$ cat src/rtl/pool_window_buffer.sv
// Row buffer that assembles non-overlapping 2x2 windows (stride 2) for the max-pooling stage.
// Latency: a window is registered 1 cycle after its bottom-right value is accepted.
// Backpressure: in_ready = !out_valid || out_ready; optional POOL_WIN_IDX_EN adds win_row/win_col.
module pool_window_buffer #(
    parameter int DATA_W = 30,
    parameter int ROW_W  = 24,
    parameter int COL_H  = 24
) (
    input  logic              clk,
    input  logic              rst,
    input  logic              in_valid,
    output logic              in_ready,
    input  logic [DATA_W-1:0] in_data,
    input  logic              out_ready,
    output logic              out_valid,
    output logic [DATA_W-1:0] win_0,
    output logic [DATA_W-1:0] win_1,
    output logic [DATA_W-1:0] win_2,
    output logic [DATA_W-1:0] win_3,
`ifdef POOL_WIN_IDX_EN
    output logic [$clog2(COL_H/2+1)-1:0] win_row,
    output logic [$clog2(ROW_W/2+1)-1:0] win_col,
`endif
    output logic              frame_done
);

    localparam int CW = $clog2(ROW_W);
    localparam int RW = $clog2(COL_H);

    logic [DATA_W-1:0] line_buf_q [ROW_W];

    logic [CW-1:0]     col_q, col_d;
    logic [RW-1:0]     row_q, row_d;
    logic [DATA_W-1:0] held_left_q, held_left_d;
    logic              out_valid_q, out_valid_d;
    logic              frame_done_q, frame_done_d;
    logic [DATA_W-1:0] win_0_q, win_1_q, win_2_q, win_3_q;
    logic [DATA_W-1:0] win_0_d, win_1_d, win_2_d, win_3_d;

    logic accept, col_last, row_last, win_load, lb_we;

`ifdef POOL_WIN_IDX_EN
    localparam int RIW = $clog2(COL_H/2+1);
    localparam int CIW = $clog2(ROW_W/2+1);
    logic [RIW-1:0] win_row_q, win_row_d;
    logic [CIW-1:0] win_col_q, win_col_d;
`endif

    always_comb begin
        in_ready     = !out_valid_q || out_ready;
        accept       = in_valid && in_ready;
        col_last     = (col_q == CW'(ROW_W - 1));
        row_last     = (row_q == RW'(COL_H - 1));
        // Odd row + odd col completes a window; a trailing odd column/row never does.
        win_load     = accept && row_q[0] && col_q[0];
        lb_we        = accept && !row_q[0] && !rst;

        col_d        = col_q;
        row_d        = row_q;
        held_left_d  = held_left_q;
        out_valid_d  = out_valid_q;
        frame_done_d = accept && col_last && row_last;
        win_0_d      = win_0_q;
        win_1_d      = win_1_q;
        win_2_d      = win_2_q;
        win_3_d      = win_3_q;
`ifdef POOL_WIN_IDX_EN
        win_row_d    = win_row_q;
        win_col_d    = win_col_q;
`endif

        if (accept) begin
            col_d = col_last ? '0 : col_q + CW'(1);
            if (col_last) begin
                row_d = row_last ? '0 : row_q + RW'(1);
            end
            if (row_q[0] && !col_q[0]) begin
                held_left_d = in_data;
            end
        end

        if (win_load) begin
            out_valid_d = 1'b1;
            win_0_d     = line_buf_q[col_q - CW'(1)];
            win_1_d     = line_buf_q[col_q];
            win_2_d     = held_left_q;
            win_3_d     = in_data;
`ifdef POOL_WIN_IDX_EN
            win_row_d   = RIW'(row_q >> 1);
            win_col_d   = CIW'(col_q >> 1);
`endif
        end else if (out_ready) begin
            out_valid_d = 1'b0;
        end
    end

    always_ff @(posedge clk) begin
        if (rst) begin
            col_q        <= '0;
            row_q        <= '0;
            held_left_q  <= '0;
            out_valid_q  <= 1'b0;
            frame_done_q <= 1'b0;
            win_0_q      <= '0;
            win_1_q      <= '0;
            win_2_q      <= '0;
            win_3_q      <= '0;
`ifdef POOL_WIN_IDX_EN
            win_row_q    <= '0;
            win_col_q    <= '0;
`endif
        end else begin
            col_q        <= col_d;
            row_q        <= row_d;
            held_left_q  <= held_left_d;
            out_valid_q  <= out_valid_d;
            frame_done_q <= frame_done_d;
            win_0_q      <= win_0_d;
            win_1_q      <= win_1_d;
            win_2_q      <= win_2_d;
            win_3_q      <= win_3_d;
`ifdef POOL_WIN_IDX_EN
            win_row_q    <= win_row_d;
            win_col_q    <= win_col_d;
`endif
        end
    end

    // Line buffer contents are don't-care after reset, so no reset branch.
    always_ff @(posedge clk) begin
        if (lb_we) begin
            line_buf_q[col_q] <= in_data;
        end
    end

    assign out_valid  = out_valid_q;
    assign frame_done = frame_done_q;
    assign win_0      = win_0_q;
    assign win_1      = win_1_q;
    assign win_2      = win_2_q;
    assign win_3      = win_3_q;
`ifdef POOL_WIN_IDX_EN
    assign win_row    = win_row_q;
    assign win_col    = win_col_q;
`endif

endmodule

$ cat config.mk
export PLATFORM = sky130hd
export DESIGN_NAME = pool_window_buffer
export DESIGN_NICKNAME = d
export VERILOG_FILES = /design/src/rtl/pool_window_buffer.sv
export SDC_FILE = /design/constraint.sdc
export NUM_CORES = 1
export LEC_CHECK = 0
export ABC_AREA = 1
export BUFFER_PORTS_ARGS = -buffer_cell sky130_fd_sc_hd__buf_2
export CORE_MARGIN = 4
export CORE_UTILIZATION = 50
export CTS_CLUSTER_SIZE = 10
export DETAILED_ROUTE_END_ITERATION = 16
export GPL_ROUTABILITY_DRIVEN = 0
export MAX_ROUTING_LAYER = met4
export PLACE_DENSITY = 0.68
export SYNTH_ARGS = -nofsm -noshare
export SYNTH_HDL_FRONTEND = slang
export SYNTH_SLANG_ARGS = --single-unit
$ cat constraint.sdc
create_clock -name clk -period 8.26 [get_ports clk]
set_input_delay 0.826 -clock clk [delete_from_list [all_inputs] [get_ports clk]]
set_output_delay 0.826 -clock clk [all_outputs]
set_load 0.02 [all_outputs]
==> qor.txt <==
post-CTS sizing: 0
CTS sink count: 882
vias per cell: 5.61
Syn Area/Cell: 8.07 sq um
Syn Nets: 5522
area of the die: 93300 sq um
initial antenna violation count: 4
Final Cycle Share: 59.5%
global-route wire length before repair: 215000 microns
RR Startpoint: col_q[1]$_SDFFE_PP0N_
P per Cell Area: 212 nW/um^2
Syn-to-layout area delta: 10.0%
CP Capture Point: win_0[27]$_SDFFE_PP0P_
Reg2Reg Depth: 10
hpwl dp: 80100 microns
Max-cap violations: 0
Clock Skew: 0.0294 ns
proportion of layout cells with a drive suffix above 1: 7.59%
# IOs: 157
via count of the first global-routing pass: 34.7k
Hold Path Cell Cnt: 2
Worst Path Required: 8.87 ns
GR Util All Layers: 31.2%
sequential fraction of the synthesis area: 56.2%
most common cell after layout, fill and taps aside: nand2_1
slew margin rel.: 15.3%
num rows: 108
Total Neg Setup Slack: 0 ns
count of pins over their slew limit: 0
Hold WC Path Type: reg2reg
Setup WS pre-CTS: 3.56 ns
CP Data Arrival Time: 5.53 ns
Fillers: 7885
Hold Vio Cnt, Final: 0
Routed Antenna Nets: 0
Critical Path Start Type: flip-flop
Initial Utilization: 50.7%
Congestion Overflow GR: 0
final net count: 5493
Reg2Reg Setup Slack: 3.35 ns
worst r2r dst: win_0[27]$_SDFFE_PP0P_
Via Count: 37.5k
YS warnings: 0
most frequent cells in the layout: nand2_1, nand3_1, inv_1
cts hold-fix bufs: 0
FMAX: 0.204 GHz
critical path type: reg2reg
Post-synth EDFFs: 720
cell count after synthesis: 5482
Horiz. Die Dim: 305 microns
RSZ-0062 raised after global routing: false
first drt pass iteration count: 7
Synth Register Bits: 882
port bufs: 156
multi-input logic area: 15100 sq um
critical path launch point: col_q[1]$_SDFFE_PP0N_
Crit. End Element: flip-flop
Max Root-Sink Buffers: 3
outcome: completed
Final Worst Setup Slack: 3.35 ns
Skew-Pair Late Insertion Delay: 0.70 ns
htree depth: 3
die height: 305 microns
Reg clk slew, reported paths: 0.06 ns
CTS tree: done
clk root buf: clkbuf_16
Final Core Density: 55.7%
placed cell count: 6506
largest net degree at the start of global routing: 228
number of post-CTS setup repair buffers: 0
Initial DRC Count: 4889
async set or reset register ratio after synthesis: 0%
final wirelength: 145000 microns
non-filler cells, final: 6692
crit-path max FO: 102
register area: 24900 sq um
CORE AREA: 87300 sq um
Tightest Pin Transition: 1.27 ns
ys flop type: edfxtp_1
Final setup viols: 0
Pleak: 22.3 nW
Yosys cell types: 31
synthesized cell area: 44200 sq um
peak supply drop: 176 uV
total CTS buffers: 100
drt drc: 0
drt wl/cell: 21.6 microns
crit path time final: 4.91 ns
## power breakdown
group          switching [W]  internal, W
sequential         0.0000220      0.00482
clock                0.00185      0.00235
combinational       0.000919     0.000337
## cells by family (layout without fill, tap and decap cells)
kind of cell,after synthesis,after routing,synth area share (%)
AND/OR/NAND/NOR,3197,3197,30.3
buffers and inverters,1142,1196,10.3
other,0,1,0
flip-flops,882,882,56.2
XOR/XNOR,3,3,0.136
AO/OA/AOI/OAI,252,252,2.85
adder cells (fa/ha/maj),6,6,0.170
## area by class of cell
cell class / count / area share (%)
Clock inverter: 7 / 0.411
Tap cell: 1155 / 2.97
Multi-Input combinational cell: 3458 / 30.9
Clock buffer: 178 / 5.87
Sequential cell: 882 / 51.1
Timing Repair Buffer: 212 / 2.49
Antenna cell: 1 / 0.00514
Inverter: 799 / 6.20
## how the worst min path moves through the flow
stage	start	to	slack, ns
6_report	held_left_q[21]$_SDFFE_PP0P_	win_2[21]$_SDFFE_PP0P_	0.48
5_1_grt	rst	out_valid$_SDFFE_PP0P_	0.48
4_1_cts	rst	frame_done$_SDFF_PP0_	0.45
3_5_place_dp	held_left_q[6]$_SDFFE_PP0P_	win_2[6]$_SDFFE_PP0P_	0.46
3_3_place_gp	held_left_q[20]$_SDFFE_PP0P_	win_2[20]$_SDFFE_PP0P_	0.46
2_1_floorplan	held_left_q[0]$_SDFFE_PP0P_	win_2[0]$_SDFFE_PP0P_	0.45
## critical path, stage by stage, from the launching register on
cell and delay (ns):
dfxtp_4 0.95, inv_6 0.53, ha_4 0.60, inv_6 0.80, buf_4 0.99, nand3_1 0.15
nand3_1 0.14, nand3_1 0.09, nand2_1 0.10, nand2_1 0.07, a21oi_1 0.19
## synthesized netlist by cell type (2+ instances only)
| master | number | area share, % |
|---|---|---|
| dfxtp_1 | 162 | 7.3 |
| nor2_1 | 212 | 1.8 |
| nor2_2 | 3 | 0.042 |
| inv_2 | 50 | 0.42 |
| nand3_1 | 1085 | 12 |
| inv_1 | 748 | 6.3 |
| ha_1 | 6 | 0.17 |
| buf_2 | 165 | 1.9 |
| buf_6 | 2 | 0.051 |
| buf_4 | 12 | 0.20 |
| edfxtp_1 | 720 | 49 |
| o21ai_1 | 90 | 1.0 |
| buf_1 | 37 | 0.31 |
| clkbuf_1 | 125 | 1.1 |
| nor3_1 | 6 | 0.068 |
| nand2_2 | 3 | 0.042 |
| nand4_1 | 2 | 0.028 |
| a21oi_1 | 69 | 0.78 |
| nand2_1 | 1881 | 16 |
| o21ai_0 | 92 | 1.0 |
| nor3b_1 | 2 | 0.034 |
## layer usage
layer  wire length, microns  share of wire, %  global-route usage [%]  vias to the layer above
li1                       -                 -                       -                    17458
met1                  56800                39                    41.1                    17477
met2                  64700                45                    47.8                     2207
met3                  15900                11                    5.39                      376
met4                   7420               5.1                    13.9                        0
met5                      0                 0                       -                        -
## sequential cells by signal (all words and copies together) (netlist names)
| name | flops |
|---|---|
| col_q | 5 |
| frame_done | 1 |
| held_left_q | 30 |
| line_buf_q | 720 |
| out_valid | 1 |
| row_q | 5 |
| win_0 | 30 |
| win_1 | 30 |
| win_2 | 30 |
| win_3 | 30 |
## stage by stage
stage	hold slack, ns	cell area [sq um]	total power [W]
final	0.478	48700	0.0103
after global placement	0.460	45600	0.00615
after floorplan	0.450	44200	0.00577
after global routing	0.482	48700	0.0106
after CTS	0.454	48700	0.0103
after detailed placement	0.463	45600	0.00616
Note: power is estimated with default switching activity, not from simulation.
